===== src/rtl/sar_pkg.sv =====
// Shared SAR definitions: TX state encoding and the conversion result width.
// Latency: n/a (types and constants only).
// Backpressure: n/a.
package sar_pkg;

    // Result width produced by the SAR controller.
    localparam int SAR_DATA_W = 8;

    // UART transmitter states.
    typedef enum logic [1:0] {
        TX_IDLE  = 2'd0,
        TX_START = 2'd1,
        TX_DATA  = 2'd2,
        TX_STOP  = 2'd3
    } tx_state_e;

endpackage


===== src/rtl/sar_sample_fifo.sv =====
// Circular sample buffer between the SAR result strobe and the UART transmitter.
// Latency: a pushed word is visible on dout and counted in level one cycle after the push edge.
// Backpressure: a push into a full buffer is refused unless a pop happens in the same cycle.
module sar_sample_fifo #(
    parameter int DATA_W     = 8,
    parameter int FIFO_DEPTH = 4,
    localparam int PTR_W     = $clog2(FIFO_DEPTH),
    localparam int LVL_W     = PTR_W + 1
) (
    input  logic              clk_i,
    input  logic              rst_i,
    input  logic              push,
    input  logic              pop,
    input  logic [DATA_W-1:0] din,
    output logic [DATA_W-1:0] dout,
    output logic [LVL_W-1:0]  level,
    output logic              full,
    output logic              empty
);

    logic [DATA_W-1:0] mem [FIFO_DEPTH];
    logic [PTR_W-1:0]  wr_ptr;
    logic [PTR_W-1:0]  rd_ptr;
    logic              wr_en;
    logic              rd_en;

    assign full  = (level == LVL_W'(FIFO_DEPTH));
    assign empty = (level == '0);

    // A full buffer still accepts a write when the head leaves in the same cycle.
    assign wr_en = push && (!full || pop);
    assign rd_en = pop && !empty;

    // Head of queue is read combinationally so the consumer can load it on the pop edge.
    assign dout = mem[rd_ptr];

    // Storage write; no reset needed since level gates every read.
    always_ff @(posedge clk_i) begin
        if (!rst_i && wr_en) begin
            mem[wr_ptr] <= din;
        end
    end

    // Pointers wrap naturally because the depth is a power of two.
    always_ff @(posedge clk_i) begin
        if (rst_i) begin
            wr_ptr <= '0;
            rd_ptr <= '0;
            level  <= '0;
        end else begin
            if (wr_en) begin
                wr_ptr <= wr_ptr + PTR_W'(1);
            end
            if (rd_en) begin
                rd_ptr <= rd_ptr + PTR_W'(1);
            end
            case ({wr_en, rd_en})
                2'b10:   level <= level + LVL_W'(1);
                2'b01:   level <= level - LVL_W'(1);
                default: level <= level;
            endcase
        end
    end

endmodule


===== src/rtl/sar_sample_uart_tx.sv =====
// Buffers SAR conversion results and streams them off-chip as 8N1 UART frames.
// Latency: rdy_i at cycle 0 on an idle block pops at cycle 1; tx_o falls at cycle 2.
// Backpressure: none upstream; a sample arriving at a full buffer is dropped and flagged on overflow_o.
module sar_sample_uart_tx
    import sar_pkg::*;
#(
    parameter int DATA_W       = SAR_DATA_W,
    parameter int FIFO_DEPTH   = 4,
    parameter int CLKS_PER_BIT = 16
) (
    input  logic                        clk_i,
    input  logic                        rst_i,
    input  logic                        rdy_i,
    input  logic [DATA_W-1:0]           data_i,
    input  logic                        clr_ovf_i,
    output logic                        tx_o,
    output logic                        busy_o,
    output logic [$clog2(FIFO_DEPTH):0] fifo_level_o,
    output logic                        overflow_o
);

    localparam int BAUD_W = $clog2(CLKS_PER_BIT);
    localparam int BIT_W  = (DATA_W > 1) ? $clog2(DATA_W) : 1;
    localparam logic [BAUD_W-1:0] BAUD_LAST = BAUD_W'(CLKS_PER_BIT - 1);
    localparam logic [BIT_W-1:0]  BIT_LAST  = BIT_W'(DATA_W - 1);

    tx_state_e         state_q, state_d;
    logic [BAUD_W-1:0] baud_q, baud_d;
    logic [BIT_W-1:0]  bit_q, bit_d;
    logic [DATA_W-1:0] shreg_q, shreg_d;
    logic              tx_q, tx_d;
    logic              ovf_q;

    logic              pop;
    logic [DATA_W-1:0] fifo_dout;
    logic              fifo_full;
    logic              fifo_empty;

    sar_sample_fifo #(
        .DATA_W     (DATA_W),
        .FIFO_DEPTH (FIFO_DEPTH)
    ) u_fifo (
        .clk_i (clk_i),
        .rst_i (rst_i),
        .push  (rdy_i),
        .pop   (pop),
        .din   (data_i),
        .dout  (fifo_dout),
        .level (fifo_level_o),
        .full  (fifo_full),
        .empty (fifo_empty)
    );

    // Next-state, counter and shift logic; tx_d is derived from the next state so tx_o is a pure register.
    always_comb begin
        state_d = state_q;
        baud_d  = baud_q;
        bit_d   = bit_q;
        shreg_d = shreg_q;
        pop     = 1'b0;
        tx_d    = 1'b1;

        unique case (state_q)
            TX_IDLE: begin
                if (!fifo_empty) begin
                    pop     = 1'b1;
                    shreg_d = fifo_dout;
                    baud_d  = '0;
                    state_d = TX_START;
                end
            end
            TX_START: begin
                if (baud_q == BAUD_LAST) begin
                    baud_d  = '0;
                    bit_d   = '0;
                    state_d = TX_DATA;
                end else begin
                    baud_d = baud_q + BAUD_W'(1);
                end
            end
            TX_DATA: begin
                if (baud_q == BAUD_LAST) begin
                    baud_d = '0;
                    if (bit_q == BIT_LAST) begin
                        state_d = TX_STOP;
                    end else begin
                        bit_d   = bit_q + BIT_W'(1);
                        shreg_d = shreg_q >> 1;
                    end
                end else begin
                    baud_d = baud_q + BAUD_W'(1);
                end
            end
            TX_STOP: begin
                if (baud_q == BAUD_LAST) begin
                    baud_d  = '0;
                    state_d = TX_IDLE;
                end else begin
                    baud_d = baud_q + BAUD_W'(1);
                end
            end
            default: begin
                state_d = TX_IDLE;
            end
        endcase

        case (state_d)
            TX_START: tx_d = 1'b0;
            TX_DATA:  tx_d = shreg_d[0];
            default:  tx_d = 1'b1;
        endcase
    end

    // TX state, counters, shift register and registered line output.
    always_ff @(posedge clk_i) begin
        if (rst_i) begin
            state_q <= TX_IDLE;
            baud_q  <= '0;
            bit_q   <= '0;
            shreg_q <= '0;
            tx_q    <= 1'b1;
        end else begin
            state_q <= state_d;
            baud_q  <= baud_d;
            bit_q   <= bit_d;
            shreg_q <= shreg_d;
            tx_q    <= tx_d;
        end
    end

    // Sticky drop flag; a drop in the same cycle as a clear keeps the flag set.
    always_ff @(posedge clk_i) begin
        if (rst_i) begin
            ovf_q <= 1'b0;
        end else if (rdy_i && fifo_full && !pop) begin
            ovf_q <= 1'b1;
        end else if (clr_ovf_i) begin
            ovf_q <= 1'b0;
        end
    end

    assign tx_o       = tx_q;
    assign busy_o     = (state_q != TX_IDLE);
    assign overflow_o = ovf_q;

endmodule


===== config.mk =====
export PLATFORM = sky130hd
export DESIGN_NAME = sar_sample_uart_tx
export DESIGN_NICKNAME = d
export VERILOG_FILES = /design/src/rtl/sar_pkg.sv /design/src/rtl/sar_sample_fifo.sv /design/src/rtl/sar_sample_uart_tx.sv
export SDC_FILE = /design/constraint.sdc
export NUM_CORES = 1
export LEC_CHECK = 0
export ABC_AREA = 1
export ABC_CLOCK_PERIOD_IN_PS = 2300
export CAP_MARGIN = 20
export CORE_MARGIN = 2
export CORE_UTILIZATION = 54
export DETAILED_ROUTE_END_ITERATION = 12
export HOLD_SLACK_MARGIN = 0.02
export PLACE_DENSITY = 0.74
export RECOVER_POWER = 50
export SLEW_MARGIN = 10
export SYNTH_ARGS = -nofsm -noshare
export SYNTH_HDL_FRONTEND = slang
export SYNTH_SLANG_ARGS = --single-unit
export TNS_END_PERCENT = 10

===== constraint.sdc =====
create_clock -name clk_i -period 2.3 [get_ports clk_i]
set_input_delay 0.69 -clock clk_i [delete_from_list [all_inputs] [get_ports clk_i]]
set_output_delay 0.69 -clock clk_i [all_outputs]
set_load 0.02 [all_outputs]

-- After elaboration in Yosys (flattened, before gate mapping)
Memory sizes are Yosys's and may differ from the RTL's. A register that Yosys moved wholly into a read port is not among the register bits.
Cells that the tools add are included.
- flip-flop bits (word level): 26
- RAM bits: 32
- input bits: 12
- output and inout port bits: 6
- logic and storage cells: 78
- memories: 1
- $add $sub $neg: 6
- eq/ne operators: 14
- mux-type cells: 27
- reductions and logical operators: 20
- memory list (memory ; words ; width ; rd ports ; clocked after memory_dff ; write ports ; line ; source):
    u_fifo.mem ; 4 ; 8 ; 1 ; 1 ; 1 ; sar_sample_fifo.sv:21 ; logic [DATA_W-1:0] mem [FIFO_DEPTH];
- operators with widths (kind ; count):
    $mux W8 ; 3
    $pmux W8 S2 ; 1
    $mux W2 ; 7
    $pmux W3 S2 ; 2
    $reduce_bool A2 Y1 ; 5
    $mux W3 ; 3
    $eq A2 B2 Y1 const B ; 4
    $mux W4 ; 2
    $ne A2 B2 Y1 const B ; 4
    $pmux W2 S4 ; 1
    $pmux W4 S2 ; 1
    $reduce_and A4 Y1 ; 2
    $add A3 B1 Y3 const B ; 2
    $eq A2 B1 Y1 const B ; 3
    $eq A3 B3 Y1 const B ; 2
    $mux W1 ; 6
    $logic_and A1 B1 Y1 ; 5
    $add A2 B1 Y2 const B ; 2
    $add A4 B1 Y4 const B ; 1
    $eq A4 B4 Y1 const B ; 1
    $logic_not A1 Y1 ; 4
    $logic_not A3 Y1 ; 1
    $reduce_or A3 Y1 ; 1
    $sub A3 B1 Y3 const B ; 1
    other kinds (3) ; 3

-- Longest topological paths before layout
Gate-level depths: netlist (run 1).
- word-level depth: 8
- mapped depth: 12
- depth with buffers taken out: 11

-- Cells and area by module
From an unflattened synthesis (run 1), not the netlist that was laid out.
- cells, all modules: 291
- area, all modules: 2641.3 µm²
- modules (own cells, without submodules) (module ; times used ; cells each ; area an instance (µm²) ; sequential area each (µm²)):
    sar_sample_fifo ; 1 ; 151 ; 1706.6 ; 1141.1
    sar_sample_uart_tx ; 1 ; 140 ; 934.6 ; 380.4

-- Worst setup path after synthesis (run 1)
Ideal clock, no wire load.
- path kind: reg2reg
- start: reg u_fifo.level[0]
- end: reg u_fifo.level[2]
- library setup time: 120 ps
- arrival time: 1937 ps
- data required time: 2180 ps
- slack: 243 ps
- stages on the path, launching flop included: 13
- path buffers: 1
- clock period less this slack: 2057 ps
- cells stage by stage: dfxtp_1 > nor2_1 > nand2_1 > nand2_1 > inv_2 > buf_2 > ha_1 > inv_2 > fa_1 > a21oi_1 > o21ai_1 > o21ai_1 > a21oi_1
- elaborated cells between the ends (all ways): 15
- those cells by class: add/sub (2); eq/ne (3); mux (3); reduce/logical (7)
- RTL lines (element ; line ; source):
    start: declaration ; sar_sample_fifo.sv:16 ; output logic [LVL_W-1:0] level,
    start signal: assignment ; sar_sample_fifo.sv:58 ; 2'b10: level <= level + LVL_W'(1);
    start signal: assignment ; sar_sample_fifo.sv:59 ; 2'b01: level <= level - LVL_W'(1);
    start signal: assignment ; sar_sample_fifo.sv:60 ; default: level <= level;
    $logic_not A3 Y1 * ; sar_sample_fifo.sv:28 ; assign empty = (level == '0);
    $mux W1 ; sar_sample_uart_tx.sv:65 ; if (!fifo_empty) begin
    $mux W1 ; sar_sample_uart_tx.sv:63 ; unique case (state_q)
    $logic_and A1 B1 Y1 * ; sar_sample_fifo.sv:32 ; assign rd_en = pop && !empty;
    named net u_fifo.rd_en ; sar_sample_fifo.sv:25 ; logic rd_en;
    $eq A2 B1 Y1 or $eq A2 B2 Y1 (tied branches) ; sar_sample_fifo.sv:57 ; case ({wr_en, rd_en})
    $pmux W3 S2 or $reduce_bool A2 Y1 (tied branches) ; n/a ;
Mark *: on every way through the listed nets, which the timed path passes. The rest lies on a longest branch.
A chain may end at the register's enable or synchronous reset.

-- Final worst setup path (run 1)
- start: reg u_fifo.level[2]
- end: out fifo_level_o[2]
- RTL lines (element ; line ; source):
    end: declaration ; sar_sample_uart_tx.sv:18 ; output logic [$clog2(FIFO_DEPTH):0] fifo_level_o,
No word-level cell between the ends.

==> impl_metrics.ini, run 1 <==
[timing]
min_period_over_period = 0.893
slew_violations = 0
fmax_ghz = 0.487
worst_pin_slew_ps = 708
slew_headroom = 0.528
fin_crit_ps = 2050
skew_ps = 6.97
rsz0062_at_grt = false
timing.final.ws_setup_ps = 246
finalSetupViolCount = 0
hold_violations = 0

[routing]
antenna_left = 0
drt_first_iter_violations = 126
drc = 0
wl_per_cell_um = 12.6
via_per_inst = 5.17
vias = 1901
firstDrtPassIters = 4
drt-total-wl_mm = 4.65

[outcome]
status = finished, final reports clean

[worst_setup_path]
crit_slowest_cell = clkdlybuf4s50_1
crit_buf_inv = 1
timing.rr.start = state_q[1]$_SDFF_PP0_
r2r_slack_ps = 300
end_kind = output pin
path_delay_family = buffers and inverters
crit_arrival_ps = 1360
cpPeakStageDelay_ps = 630
r2r-end = u_fifo.level[2]$_SDFFE_PP0P_
crit_fanout = 4
reg2regPathDepth = 11
crit_path_cell_trace = clkdlybuf4s50_1
crit_cells = 1
required_ps = 1610
crit_type = flop to output pin
start_kind = flop

[yosys]
yosysWarningCount = 0
synthFlopType = edfxtp_1
post_synth_num_cell_types = 23
yosys-top-cells-area = edfxtp_1, dfxtp_1, nand2_1
synth_area_sq_mm = 0.00257
synth_common_cells = nand2_1, edfxtp_1, dfxtp_1, nor2_1, inv_1
synth_top_area_frac = 0.374
yosysMostFrequentCell = nand2_1
ys_ff_latch = 60
syn_avg_cell_area_sq_um = 9.28
yosysSeqAreaShare = 0.592
async_reset_ff_frac = 0
syn_nets = 298
synthCells = 277
synth_edf_count = 32
synth_top_area_cell = edfxtp_1

[cells_and_area]
diodes = 0
drive_gt1_frac = 0.118
area_delta_synth_final_pct = 18.1
fin_nets = 330
utilization = 0.652

[global_routing]
grt_usage = 0.194
grt_pass1_wl_mm = 7.58
grt_start_max_net_pins = 18
grt_pass1_vias = 1669
grt-ovfl-total = 0
antenna_found_initial = 0

[clock_network]
clk_path_buf_depth = 2
holdBufCountCts = 0
clk_pin_slew_worst_paths_ps = 60
cts.htree.levels = 3
root_buffer = clkbuf_8
cts_buffers = 9
cts_tree = done
insertion_delay_ps = 330
cts_sinks = 60

[power]
power.leakage_nw = 1.24
power_density_mw_per_mm2 = 1120
vdd_drop_max_mv = 0.678

[die]
die_y_um = 73.0
core_sq_mm = 0.00466
start_util = 0.552
chipWidth_um = 73.0
io_pins = 18
die-area_sq_mm = 0.00533
core.rowCount = 25

[place]
dp_hpwl_mm = 3.20
dp_worst_setup_slack_ps = -28.8
finalWeightedCongestion = 0.786
port_buffers = 17

[min_path]
hold_start = bit_q[1]$_SDFFE_PP0P_
min_path_type = flop to flop
holdPathEnd = bit_q[1]$_SDFFE_PP0P_
hold_depth = 2

[job]
drv_cap = 0
-- worst max path at each step --
stage	endpoint	startpoint
2_1_floorplan	u_fifo.level[2]$_SDFFE_PP0P_	u_fifo.level[0]$_SDFFE_PP0P_
3_5_place_dp	u_fifo.level[2]$_SDFFE_PP0P_	rdy_i
6_report	fifo_level_o[2]	u_fifo.level[2]$_SDFFE_PP0P_
4_1_cts	busy_o	state_q[1]$_SDFF_PP0_
5_1_grt	u_fifo.rd_ptr[0]$_SDFFE_PP0N_	rst_i
3_3_place_gp	u_fifo.level[2]$_SDFFE_PP0P_	rdy_i
-- per-layer routing --
metal | vias up | wire [um] | track usage
met5 | - | 0 | 0
met2 | 38 | 2210 | 0.299
li1 | 989 | - | -
met1 | 864 | 2140 | 0.246
met3 | 10 | 210 | 0.0704
met4 | 0 | 87 | 0.0844
-- cell type report --
type                       count  area (sq um)
clock buffer                  11           131
clock inverter                 5          52.6
fill                         377          1620
inverter                      35           131
multi-input combinational    175           881
sequential                    60          1520
tap                           54          67.6
timing repair buffer          28           251
-- metrics by stage --
step / cells / total power, W / area (sq um) / hold WS (ps) / setup TNS (ps)
2_1_floorplan: 277 / 0.00222 / 2570 / 442 / 0
3_3_place_gp: 352 / 0.00253 / 2860 / 455 / 0
3_5_place_dp: 352 / 0.00256 / 2860 / 458 / -28.8
4_1_cts: 368 / 0.00344 / 3040 / 471 / 0
5_1_grt: 368 / 0.00364 / 3040 / 489 / 0
6_report: 368 / 0.00341 / 3040 / 470 / 0
-- placed cells by master, fill, tap and decap left out, types with 2 or more instances in the layout --
cell              n
a21oi_1          16
buf_4            10
clkbuf_1          3
clkbuf_8          9
clkdlybuf4s50_1   7
clkinv_2          3
dfxtp_1          28
dlygate4sd3_1     9
edfxtp_1         32
ha_1              8
inv_1            26
inv_2             9
nand2_1          59
nand3_1          20
nor2_1           29
nor2_4            2
o21ai_0          20
o21ai_1           6
o22ai_1           7
-- report_power, final --
part	switching [W]	internal [W]	leakage, nW
Sequential	0.000131	0.00130	0.520
Clock	0.000385	0.000495	0.0931
Combinational	0.000681	0.000416	0.626
Total	0.00120	0.00221	1.24
-- cells by family (layout without fill, tap and decap cells) --
kind of cell | Yosys count | count (layout) | synth area share
XOR/XNOR | 1 | 1 | 0.00341
flip-flops | 60 | 60 | 0.592
AND/OR/NAND/NOR | 114 | 114 | 0.189
buffers and inverters | 42 | 79 | 0.0642
AO/OA/AOI/OAI | 51 | 51 | 0.105
adder cells (fa/ha/maj) | 9 | 9 | 0.0467
-- state kept, by name, summed over array words and instances, names as in the netlist, named ones only --
register	count
u_fifo.mem	32
shreg_q	8
baud_q	4
bit_q	3
u_fifo.level	3
state_q	2
u_fifo.rd_ptr	2
u_fifo.wr_ptr	2
overflow_o	1
tx_o	1
-- repair_timing --
item / 4_1_cts / 5_1_grt
gates resized for setup: 0 / 2
endpoints found under the setup margin: 0 / 1
buffers inserted: 0 / 0
Power figures use the tool's default switching activity.
==> run 2: changes to the inputs <==
- CORE_MARGIN: 2 -> default
- REMOVE_ABC_BUFFERS: default -> 1
==> run 2 against run 1 <==
Global-route usage grew 0.84 points. First-iteration DRC count down 14%. Critical path type unchanged. Largest cell class unchanged. Critical endpoint is now fifo_level_o[0]. Wire length is 2.3% lower.
==> impl_metrics.ini, run 2 (same netlist as run 1, synthesis figures left out) <==
[worst_setup_path]
end_kind = output pin
crit_path_cell_trace = clkdlybuf4s50_1
cpPeakStageDelay_ps = 630
path_delay_family = buffers and inverters
crit_buf_inv = 1
start_kind = flop
crit_fanout = 5
required_ps = 1610
crit_slowest_cell = clkdlybuf4s50_1
crit_arrival_ps = 1370
crit_type = flop to output pin

[place]
finalWeightedCongestion = 0.793
dp.cells = 351
dp_hpwl_mm = 3.11
port_buffers = 17

[cells_and_area]
area_delta_synth_final_pct = 19.5
fin_nets = 331
stdcell_count = 367
final_cell_mix = nand2_1, edfxtp_1, nor2_1, dfxtp_1, inv_1
drive_gt1_frac = 0.121
nFillCells = 348
top_register = u_fifo.mem
diodes = 0
largest_register_ffs = 32
reg_top3 = u_fifo.mem (32), shreg_q (8), baud_q (4)
final_common_cell = nand2_1

[power]
p_int_w = 0.00238
switchingPower_w = 0.00120
clkPwrFrac = 0.296
power_density_mw_per_mm2 = 1170
power.leakage_nw = 1.26
switching_share = 0.335
pwr-share-comb = 0.308
power.share.sequential = 0.396
vdd_drop_max_mv = 0.849

[routing]
wl_per_cell_um = 12.4
antenna_left = 0
via_per_inst = 5.16
firstDrtPassIters = 4
drt_first_iter_violations = 108
drc = 0
vias = 1892
drt-total-wl_mm = 4.54

[global_routing]
antenna_found_initial = 0
grt_pass1_vias = 1730
grt_usage = 0.203
grt_start_max_net_pins = 18
grt_pass1_wl_mm = 7.47
grt-ovfl-total = 0

[die]
start_util = 0.575
chipWidth_um = 71.0
core.rowCount = 24
die_y_um = 71.0
core_sq_mm = 0.00447
die-area_sq_mm = 0.00504
io_pins = 18

[clock_network]
insertion_delay_ps = 330
cts_tree = done
postCtsSetupBuffers = 0
clk_path_buf_depth = 2
cts.htree.levels = 3
root_buffer = clkbuf_8
clk_pin_slew_worst_paths_ps = 70
cts_buffers = 9
cts_sinks = 60

[timing]
hold_violations = 0
slew_violations = 0
slew_headroom = 0.489
finalSetupViolCount = 0
finalSetupTns_ps = 0
skew_ps = 4.63
worst_pin_slew_ps = 766
rsz0062_at_grt = false
fin_crit_ps = 2060
min_period_over_period = 0.895
fmax_ghz = 0.486

[job]
drv_cap = 0

[min_path]
min_path_type = flop to flop

[outcome]
status = finished, final reports clean
## run 2: changes by cell type in the layout (fill, tap and decap cells not counted), sizes merged
cell and change:
clkbuf +2, clkinv -2, bufinv +1
## run 2: area by class of cell
cell class / count / area, sq um / share of cell area
Timing Repair Buffer: 29 / 255 / 0.0831
Multi-Input combinational cell: 175 / 873 / 0.284
Clock inverter: 4 / 71.3 / 0.0232
Sequential cell: 60 / 1520 / 0.495
Inverter: 35 / 131 / 0.0428
Tap cell: 52 / 65.1 / 0.0212
Clock buffer: 12 / 155 / 0.0505
## run 2: timing repair
action,in CTS,in global routing
gates resized for setup,0,1
hold buffers,0,0
endpoints found under the setup margin,0,1
## run 2: path summary, 6_finish.rpt
check | slack (ps) | cells after the start | end | start
worst max-delay path | 240 | 1 | fifo_level_o[0] | u_fifo.level[0]$_SDFFE_PP0P_
worst min-delay path | 460 | 2 | shreg_q[7]$_SDFFE_PP0P_ | shreg_q[7]$_SDFFE_PP0P_
worst max register to register | 360 | 8 | shreg_q[3]$_SDFFE_PP0P_ | bit_q[0]$_SDFFE_PP0P_
worst min register to register | 460 | 2 | shreg_q[7]$_SDFFE_PP0P_ | shreg_q[7]$_SDFFE_PP0P_
## run 2: power by group through the flow
stage | registers (W) | logic (W) | clock network, W
floorplan | 0.00148 | 0.000701 | 0
global placement | 0.00144 | 0.00108 | 0
detailed placement | 0.00145 | 0.00111 | 0
CTS | 0.00142 | 0.00111 | 0.00107
global route | 0.00144 | 0.00125 | 0.00112
finish | 0.00142 | 0.00110 | 0.00106
## run 2: layer usage
| layer | vias to the layer above | track usage | routed length (um) |
|---|---|---|---|
| met4 | 0 | 0.131 | 129 |
| met3 | 15 | 0.0641 | 303 |
| met1 | 842 | 0.260 | 2180 |
| met5 | - | 0 | 0 |
| li1 | 988 | - | - |
| met2 | 47 | 0.297 | 1930 |
## run 2: metrics by stage
step | util | power (W) | setup WS [ps] | cell area (sq um) | hold slack, ps
2_1_floorplan | - | 0.00218 | 298 | 2540 | 439
3_3_place_gp | 0.640 | 0.00252 | 18.4 | 2860 | 454
3_5_place_dp | 0.640 | 0.00255 | -17.0 | 2860 | 455
4_1_cts | 0.690 | 0.00361 | 33.2 | 3090 | 464
5_1_grt | 0.687 | 0.00381 | 114 | 3070 | 504
6_report | 0.687 | 0.00359 | 242 | 3070 | 463
==> patch (config.mk and constraints of run 1) <==
Set the parameter `CLKS_PER_BIT` to 8 (it was 16).
--- a/src/rtl/sar_sample_uart_tx.sv
+++ b/src/rtl/sar_sample_uart_tx.sv
@@ -7,5 +7,5 @@
     parameter int DATA_W       = SAR_DATA_W,
     parameter int FIFO_DEPTH   = 4,
-    parameter int CLKS_PER_BIT = 16
+    parameter int CLKS_PER_BIT = 8
 ) (
     input  logic                        clk_i,
Check against the original RTL: same outputs for any inputs over 10 cycles, from zero or initial values and one cycle with rst_i high; that may be too few to reach the edited logic, so the function may still have changed.
==> patch against run 1 <==
Non-clock buffer count fell by 1. Maximum frequency down 2.6%. Worst setup slack lost 0.056 ns. Wire length up 1.3%. Synthesized area is 1.1% higher. Power is 6.7% lower. Largest cell class unchanged. Critical endpoint is now fifo_level_o[0]. Final area fell by 0.74%. Register-to-register slack worse by 0.06 ns. Combinational power fell by 5%. First-iteration DRC count is 4.8% higher. Highest routed layer unchanged. Sequential cell count is 1 lower. Global-route usage is 0.11 points higher.
==> patch: results (changes against run 1) <==
* Outcome: finished clean
* Top post-synthesis cells by area: edfxtp_1 (37%), dfxtp_1 (21%), nand2_1 (11%), nand3_1 (5.6%), ha_1 (4.8%)
* PortBufs at 17 (unchanged)
* Sequential share of the synthesized area at 57.78% (-1.4 points)
* Slowest CP cell: clkdlybuf4s50_1
* Post-synthesis cell type count at 26 (+13%)
* Worst VDD drop at 0.0005785 V (-15%)
* R2R depth at 10 (-1)
* Placed Instances at 354 (+0.57%)
* Pre-CTS setup slack at -0.08151 ns (-0.05273 ns)
* CP max stage delay at 0.65 ns (+0.02 ns)
* Global Route Usage Sum at 19.52% (+0.11 points)
* DP HPWL at 3243 um (+1.5%)
* Delay-heaviest family, CP: buffers and inverters
* Share of cells above drive strength 1 at 10.44% (-1.3 points)
* Vias in the first global route at 1685 (+0.96%)
* Clock Skew at 0.01105 ns (+0.004077 ns)
* Hold path depth at 2 (unchanged)
* Cts bufs inserted at 9 (unchanged)
* Average routed wire per standard cell at 12.72 um (+0.72%)
* Initial DRC count at 132 (+4.8%)
* Largest registers in the final layout: u_fifo.mem x32, shreg_q x8
* Critical path arrival at 1.42 ns (+0.06 ns)
* Vias/cell at 5.130 (-0.70%)
* Post_cts resized at 1 (+1)
* Dpl cell area at 2870 um^2 (+0.44%)
* Crit path max fanout at 5 (+1)
* WL final at 4708 um (+1.3%)
* Leakage at 1.239 nW (about the same)
* Max Buffers Root-to-Sink at 2 (unchanged)
* Routability Congestion at 0.8299 (+5.6%)
* Clk_lat worst skew at 0.34 ns
* Nets at 334 (+1.2%)
* Post-Synthesis Cells at 280 (+1.1%)
* Actual slew at the worst max-slew pin at 0.6918 ns (-0.01572 ns)
* Mapped Nets at 303 (+1.7%)
* Commonest cells post-synth: nand2_1 (76), edfxtp_1 (32), inv_1 (30)
* # DRC at 0 (unchanged)
* Worst-path clk slew at 0.06 ns (about the same)
* Post CTS Setup Buffer Count at 0 (unchanged)
* First-pass GRT wire length at 7583 um (about the same)
* Largest net degree at the start of global routing at 17 (-1)
patch: per-layer routing:
| metal | share of wire (%) | wire, um | global-route usage (%) | vias up |
|---|---|---|---|---|
| met2 | 46 | 2186 | 30.13 | 39 |
| met1 | 47 | 2197 | 24.59 | 871 |
| met4 | 1.8 | 87 | 7.879 | 0 |
| li1 | - | - | - | 980 |
| met5 | 0 | 0 | 0 | - |
| met3 | 5.0 | 236 | 7.819 | 8 |
patch: cell families after synthesis:
| family | share of synthesized area (%) |
|---|---|
| AOI/OAI and AO/OA | 8.474 |
| adders and majority gates | 5.585 |
| buffers and inverters | 6.644 |
| DFF | 57.78 |
| and+or+nand+nor | 21.52 |
patch: area by class of cell:
class	count	area (um^2)
tap	54	67.56
fill	395	1678
clock inverter	4	17.52
multi-input combinational	179	924.6
sequential	59	1501
timing repair buffer	27	236.5
clock buffer	12	135.1
inverter	35	131.4
patch: worst register-to-register path, cell delays in order, from the launching register on:
cell     delay (ns)
dfxtp_1        0.36
nor2_1         0.21
nand2_2        0.12
inv_2          0.19
ha_1           0.18
inv_1          0.06
fa_1           0.37
a21oi_1        0.15
o21ai_0        0.11
o21ai_0        0.15
a21oi_1        0.06
patch: path summary, 6_finish.rpt:
kind | slack (ns) | from | end
max | 0.19 | u_fifo.level[0]$_SDFFE_PP0P_ | fifo_level_o[0]
min | 0.46 | u_fifo.rd_ptr[1]$_SDFFE_PP0P_ | flop
max reg2reg | 0.24 | state_q[1]$_SDFF_PP0_ | u_fifo.level[2]$_SDFFE_PP0P_
min reg2reg | 0.46 | u_fifo.rd_ptr[1]$_SDFFE_PP0P_ | flop
patch: where the power goes:
part	total [mW]	internal (mW)	switching, mW
Sequential	1.39	1.26	0.122
Clock	0.758	0.380	0.377
Combinational	1.04	0.371	0.665
Total	3.18	2.02	1.16
